$ cat src/rtl/perceptron_sequencer.sv
// Fixed-point perceptron: streams N w/x pairs plus a bias from BRAM, then writes the activated result back.
// Latency: start accepted at E0, done pulses after E(N+3); one BRAM write per run.
// No backpressure: start while busy is ignored, and the BRAM is assumed to return data one cycle after each address.
module perceptron_sequencer #(
    parameter int         N         = 8,
    parameter int         DW        = 16,
    parameter int         FRAC      = 8,
    parameter logic [8:0] BASE_ADDR = 9'd0,
    parameter logic [8:0] OUT_ADDR  = 9'd8
) (
    input  logic            clk,
    input  logic            rst,
    input  logic            start,
    input  logic            act_mode,
    output logic            busy,
    output logic            done,
    output logic [8:0]      bram_addr,
    input  logic [2*DW-1:0] bram_rdata,
    output logic            bram_we,
    output logic [2*DW-1:0] bram_wdata,
    output logic [DW-1:0]   y,
    output logic            fire
);

    localparam int KW = $clog2(N + 1) + 1;
    localparam int AW = 2 * DW + $clog2(N + 1) + 1;
    localparam logic [KW-1:0] K_LAST = KW'(N);
    localparam logic signed [AW-1:0] Y_MAX = {{(AW - DW + 1){1'b0}}, {(DW - 1){1'b1}}};
    localparam logic signed [AW-1:0] Y_MIN = {{(AW - DW + 1){1'b1}}, {(DW - 1){1'b0}}};

    typedef enum logic [1:0] {IDLE, READ, DRAIN, WRITE} state_t;

    state_t               state;
    state_t               state_nxt;
    logic [KW-1:0]        k;
    logic                 mode_lat;
    logic                 rd_vld;
    logic                 rd_last;
    logic signed [AW-1:0] acc;

    logic signed [DW-1:0]   w_s;
    logic signed [DW-1:0]   x_s;
    logic signed [2*DW-1:0] prod;
    logic signed [AW-1:0]   prod_ext;
    logic signed [AW-1:0]   bias_sx;
    logic signed [AW-1:0]   bias_ext;
    logic signed [AW-1:0]   pre;
    logic [DW-1:0]          y_next;
    logic                   fire_next;

    assign w_s      = bram_rdata[2*DW-1:DW];
    assign x_s      = bram_rdata[DW-1:0];
    assign prod     = w_s * x_s;
    assign prod_ext = {{(AW - 2 * DW){prod[2*DW-1]}}, prod};
    // Bias is stored with FRAC fraction bits; align it to the 2*FRAC scale of the products.
    assign bias_sx  = {{(AW - DW){x_s[DW-1]}}, x_s};
    assign bias_ext = bias_sx <<< FRAC;
    assign pre      = acc >>> FRAC;

    always_comb begin
        fire_next = !pre[AW-1] && (|pre);
        if (mode_lat && pre[AW-1]) begin
            y_next = '0;
        end else if (pre > Y_MAX) begin
            y_next = Y_MAX[DW-1:0];
        end else if (pre < Y_MIN) begin
            y_next = Y_MIN[DW-1:0];
        end else begin
            y_next = pre[DW-1:0];
        end
    end

    always_comb begin
        state_nxt  = state;
        busy       = 1'b0;
        bram_we    = 1'b0;
        bram_addr  = '0;
        bram_wdata = '0;
        case (state)
            IDLE: begin
                if (start) begin
                    state_nxt = READ;
                end
            end
            READ: begin
                busy      = 1'b1;
                bram_addr = BASE_ADDR + 9'(k);
                if (k == K_LAST) begin
                    state_nxt = DRAIN;
                end
            end
            DRAIN: begin
                busy      = 1'b1;
                state_nxt = WRITE;
            end
            WRITE: begin
                busy       = 1'b1;
                bram_we    = 1'b1;
                bram_addr  = OUT_ADDR;
                bram_wdata = {{DW{1'b0}}, y_next};
                state_nxt  = IDLE;
            end
            default: begin
                state_nxt = IDLE;
            end
        endcase
    end

    always_ff @(posedge clk or negedge rst) begin
        if (!rst) begin
            state <= IDLE;
        end else begin
            state <= state_nxt;
        end
    end

    always_ff @(posedge clk or negedge rst) begin
        if (!rst) begin
            k        <= '0;
            mode_lat <= 1'b0;
            rd_vld   <= 1'b0;
            rd_last  <= 1'b0;
            acc      <= '0;
            done     <= 1'b0;
            y        <= '0;
            fire     <= 1'b0;
        end else begin
            done    <= (state == WRITE);
            // Data for the address presented in READ arrives one cycle later.
            rd_vld  <= (state == READ);
            rd_last <= (state == READ) && (k == K_LAST);
            if (rd_vld) begin
                acc <= acc + (rd_last ? bias_ext : prod_ext);
            end
            if (state == READ) begin
                k <= k + 1'b1;
            end
            if (state == IDLE && start) begin
                k        <= '0;
                mode_lat <= act_mode;
                acc      <= '0;
            end
            if (state == WRITE) begin
                y    <= y_next;
                fire <= fire_next;
            end
        end
    end

endmodule
$ cat config.mk
export PLATFORM = sky130hd
export DESIGN_NAME = perceptron_sequencer
export DESIGN_NICKNAME = d
export VERILOG_FILES = /design/src/rtl/perceptron_sequencer.sv
export SDC_FILE = /design/constraint.sdc
export NUM_CORES = 1
export LEC_CHECK = 0
export CAP_MARGIN = 5
export CELL_PAD_IN_SITES_DETAIL_PLACEMENT = 1
export CELL_PAD_IN_SITES_GLOBAL_PLACEMENT = 2
export CORE_MARGIN = 5
export CORE_UTILIZATION = 42
export DETAILED_ROUTE_END_ITERATION = 12
export GPL_TIMING_DRIVEN = 1
export PLACE_DENSITY = 0.91
export SLEW_MARGIN = 20
export SYNTH_ARGS = -nofsm -noshare
export SYNTH_HDL_FRONTEND = slang
export SYNTH_SLANG_ARGS = --single-unit
$ cat constraint.sdc
create_clock -name clk -period 9.5 [get_ports clk]
set_clock_uncertainty 0.15 [all_clocks]
set_input_delay 0.95 -clock clk [delete_from_list [all_inputs] [get_ports clk]]
set_output_delay 0.95 -clock clk [all_outputs]
set_load 0.01 [all_outputs]
==> flow_summary_export.csv <==
group,metric,value,unit
outcome,status,"complete, no violations",
yosys,synth-edff-count,0,
yosys,postSynthAreaPerCell,8.80,um2
global_route,busiest_layer,"met2",
drt,wl_per_cell,18.4,um
worst_setup_path,critical-path-max-stage-delay,0.57,ns
worst_setup_path,crit_top_cell,"fa_1",
global_route,grt_usage,22.2,%
final_layout,final_common_cell,"inv_1",
drt,vias,12100,
placement,portBuffers,76,
worst_setup_path,reg2reg_from,"rd_last",
worst_setup_path,cp_top_family,"adder cells",
worst_setup_path,critPathLaunchType,"input port",
final_layout,syn2layout_area_growth,16.7,%
yosys,synth_cells,1713,
clock_tree,cts.clk_slew.worst_paths,0.06,ns
global_route,met3_usage,1.87,%
die,die_w,199,um
timing,finalHoldViolations,0,
clock_tree,htree_levels,3,
drt,route.detailed.drc,0,
timing,tns,0,ns
die,dieHeight,199,um
clock_tree,clock_latency,0.34,ns
timing,slew_violations,0,
die,start_util,42.5,%
worst_setup_path,critPathBufInv,6,
worst_setup_path,cp_slowest_cell,"fa_1",
worst_setup_path,cp.arrival,9.34,ns
die,fp.dieArea,39800,um2
timing,max_freq,108,MHz
timing,hold_ws,0.351,ns
final_layout,fin_area,17600,um2
global_route,grt_max_degree,66,
worst_setup_path,path_max_fanout,16,
final_layout,layout.nets,2287,
clock_tree,clk_root_buffer_cell,"clkbuf_16",
placement,dpl.hpwl,36.2,mm
drt,drt_iter0_markers,407,
global_route,grtUsageMet1,27.9,%
drt,first_pass_iters,4,
clock_tree,clk_path_buf_depth,2,
die,std_cell_rows,69,
run,drv_cap,0,
final_layout,drive_gt1_share,10.1,%
worst_setup_path,critPathRequiredTime,9.61,ns
drt,viasPerCell,5.20,
global_route,grt_overflow,0,
timing,finalCriticalPeriod,9.23,ns
yosys,yosysSeqAreaShare,10.8,%
clock_tree,cts_tree,"done",
worst_setup_path,worstSetupPathType,"input port to register",
yosys,yosysWarnings,0,
die,ioPinCount,97,
yosys,ys_seq_elements,65,
final_layout,final_cell_mix,"346 x inv_1, 262 x fa_1, 157 x nand2_1",
yosys,synthArstFlopShare,100,%
global_route,grt_pass1_vias,13800,
drt,finalWirelength,42.9,mm
yosys,ys_types,73,
yosys,synth_area,15100,um2
global_route,grt_pass1_wl,70.8,mm
clock_tree,hold_buffers,0,
hold_path,worstHoldStart,"mode_lat",
timing,min_period_over_period,97.2,%
drt,detail-route-antenna-nets,0,
worst_setup_path,endpoint_kind,"register",
timing,tightest_slew,1.06,ns
yosys,dominantRegCellSynth,"dfrtp_1",
clock_tree,clock-sinks,65,
hold_path,hold_path_class,"register to register",
global_route,antenna_found_initial,0,
placement,placed_cell_area,17000,um2
die,core,35500,um2
placement,gp_congestion,0.848,
worst_setup_path,startpoint,"bram_rdata[20]",
timing,setup_violations,0,
global_route,grt_use_met2,41.2,%
clock_tree,cts_made_buffers,9,
timing,maxSlewHeadroom,29.5,%
==> area by class of cell <==
class / count / area [um2]
Clock inverter: 5 / 103
Timing Repair Buffer: 199 / 1780
Multi-Input combinational cell: 1236 / 11900
Inverter: 350 / 1310
Fill cell: 4196 / 17900
Sequential cell: 65 / 1630
Clock buffer: 11 / 243
Antenna cell: 1 / 2.50
Tap cell: 461 / 577
==> kinds of logic (layout without fill, tap and decap cells) <==
group | after synthesis | after routing | share of synthesized area (%)
flip-flops | 65 | 65 | 10.8
other | 1 | 21 | 0.0249
XOR/XNOR | 61 | 61 | 3.55
adder cells (fa/ha/maj) | 390 | 390 | 45.5
multiplexers | 26 | 26 | 1.74
AO/OA/AOI/OAI | 253 | 253 | 11.2
AND/OR/NAND/NOR | 486 | 486 | 15.8
buffers and inverters | 431 | 565 | 11.3
==> what timing repair did <==
action,CTS,global route
setup endpoints to repair,1,8
endpoints found under the hold margin,0,0
pin swaps,0,38
buffers inserted,0,7
resized for setup,4,50
==> cell usage after synthesis, types with 3 or more instances <==
cell	instances	area share [%]
inv_1	349	8.7
fa_1	263	35
nand2_1	157	3.9
and2_1	134	5.6
ha_1	127	11
nor2_1	99	2.5
a21oi_1	65	2.2
dfrtp_1	65	11
clkbuf_1	55	1.4
o21ai_0	51	1.7
xnor2_1	41	2.4
a21o_1	26	1.3
mux2i_1	25	1.7
buf_4	20	1.0
xor2_1	20	1.2
o22ai_1	18	0.75
nand3_1	16	0.53
nor3_1	15	0.50
o21a_1	12	0.60
a211oi_1	11	0.55
nand2b_1	11	0.46
nor2b_1	10	0.42
o21bai_1	9	0.45
nand4_1	8	0.33
o211ai_1	8	0.40
nor4_1	7	0.29
or3_1	7	0.29
and3_1	6	0.25
o31ai_1	6	0.30
a211o_1	4	0.23
a31oi_1	4	0.17
buf_1	4	0.10
a211oi_2	3	0.25
nand3b_1	3	0.15
o21ai_1	3	0.10
==> worst paths after layout <==
| check | endpoint | slack, ns | cells after the start |
|---|---|---|---|
| worst min-delay path | mode_lat | 0.35 | 2 |
| min in group asynchronous | k[0] | 0.66 | 2 |
| worst max-delay path | acc[36] | 0.27 | 33 |
| worst max register to register | acc[36] | 4.94 | 15 |
| max in group asynchronous | rd_vld | 7.92 | 2 |
| worst min register to register | mode_lat | 0.35 | 2 |
==> per-layer routing <==
layer	wire length, um	up-vias
met4	1190	0
met3	896	65
met1	17900	6265
li1	-	5604
met2	22800	173
met5	0	-
==> worst register-to-register path: cells and delay by family, from the launching register on <==
family	cells	cell delay, ns
and+or+nand+nor	2	0.77
adders and majority gates	2	0.64
AOI/OAI and AO/OA	9	1.87
buffers and inverters	2	0.71
DFF	1	0.33
==> through the flow <==
step	std cells	setup WS [ns]	utilization, %
6_report	2328	0.269	49.6
5_1_grt	2327	-0.0832	49.6
4_1_cts	2320	0.0729	48.9
3_5_place_dp	2304	-0.397	47.9
3_3_place_gp	2304	-0.200	47.9
2_1_floorplan	1732	0.684	-
==> registers in the layout, indices dropped and copies added (netlist names) <==
| name | count |
|---|---|
| k | 5 |
| mode_lat | 1 |
| rd_last | 1 |
| fire | 1 |
| y | 16 |
| state | 2 |
| rd_vld | 1 |
| acc | 37 |
| done | 1 |
Power is not shown: default switching activity piles up to over one toggle a cycle in this logic, so the estimate is an artifact.
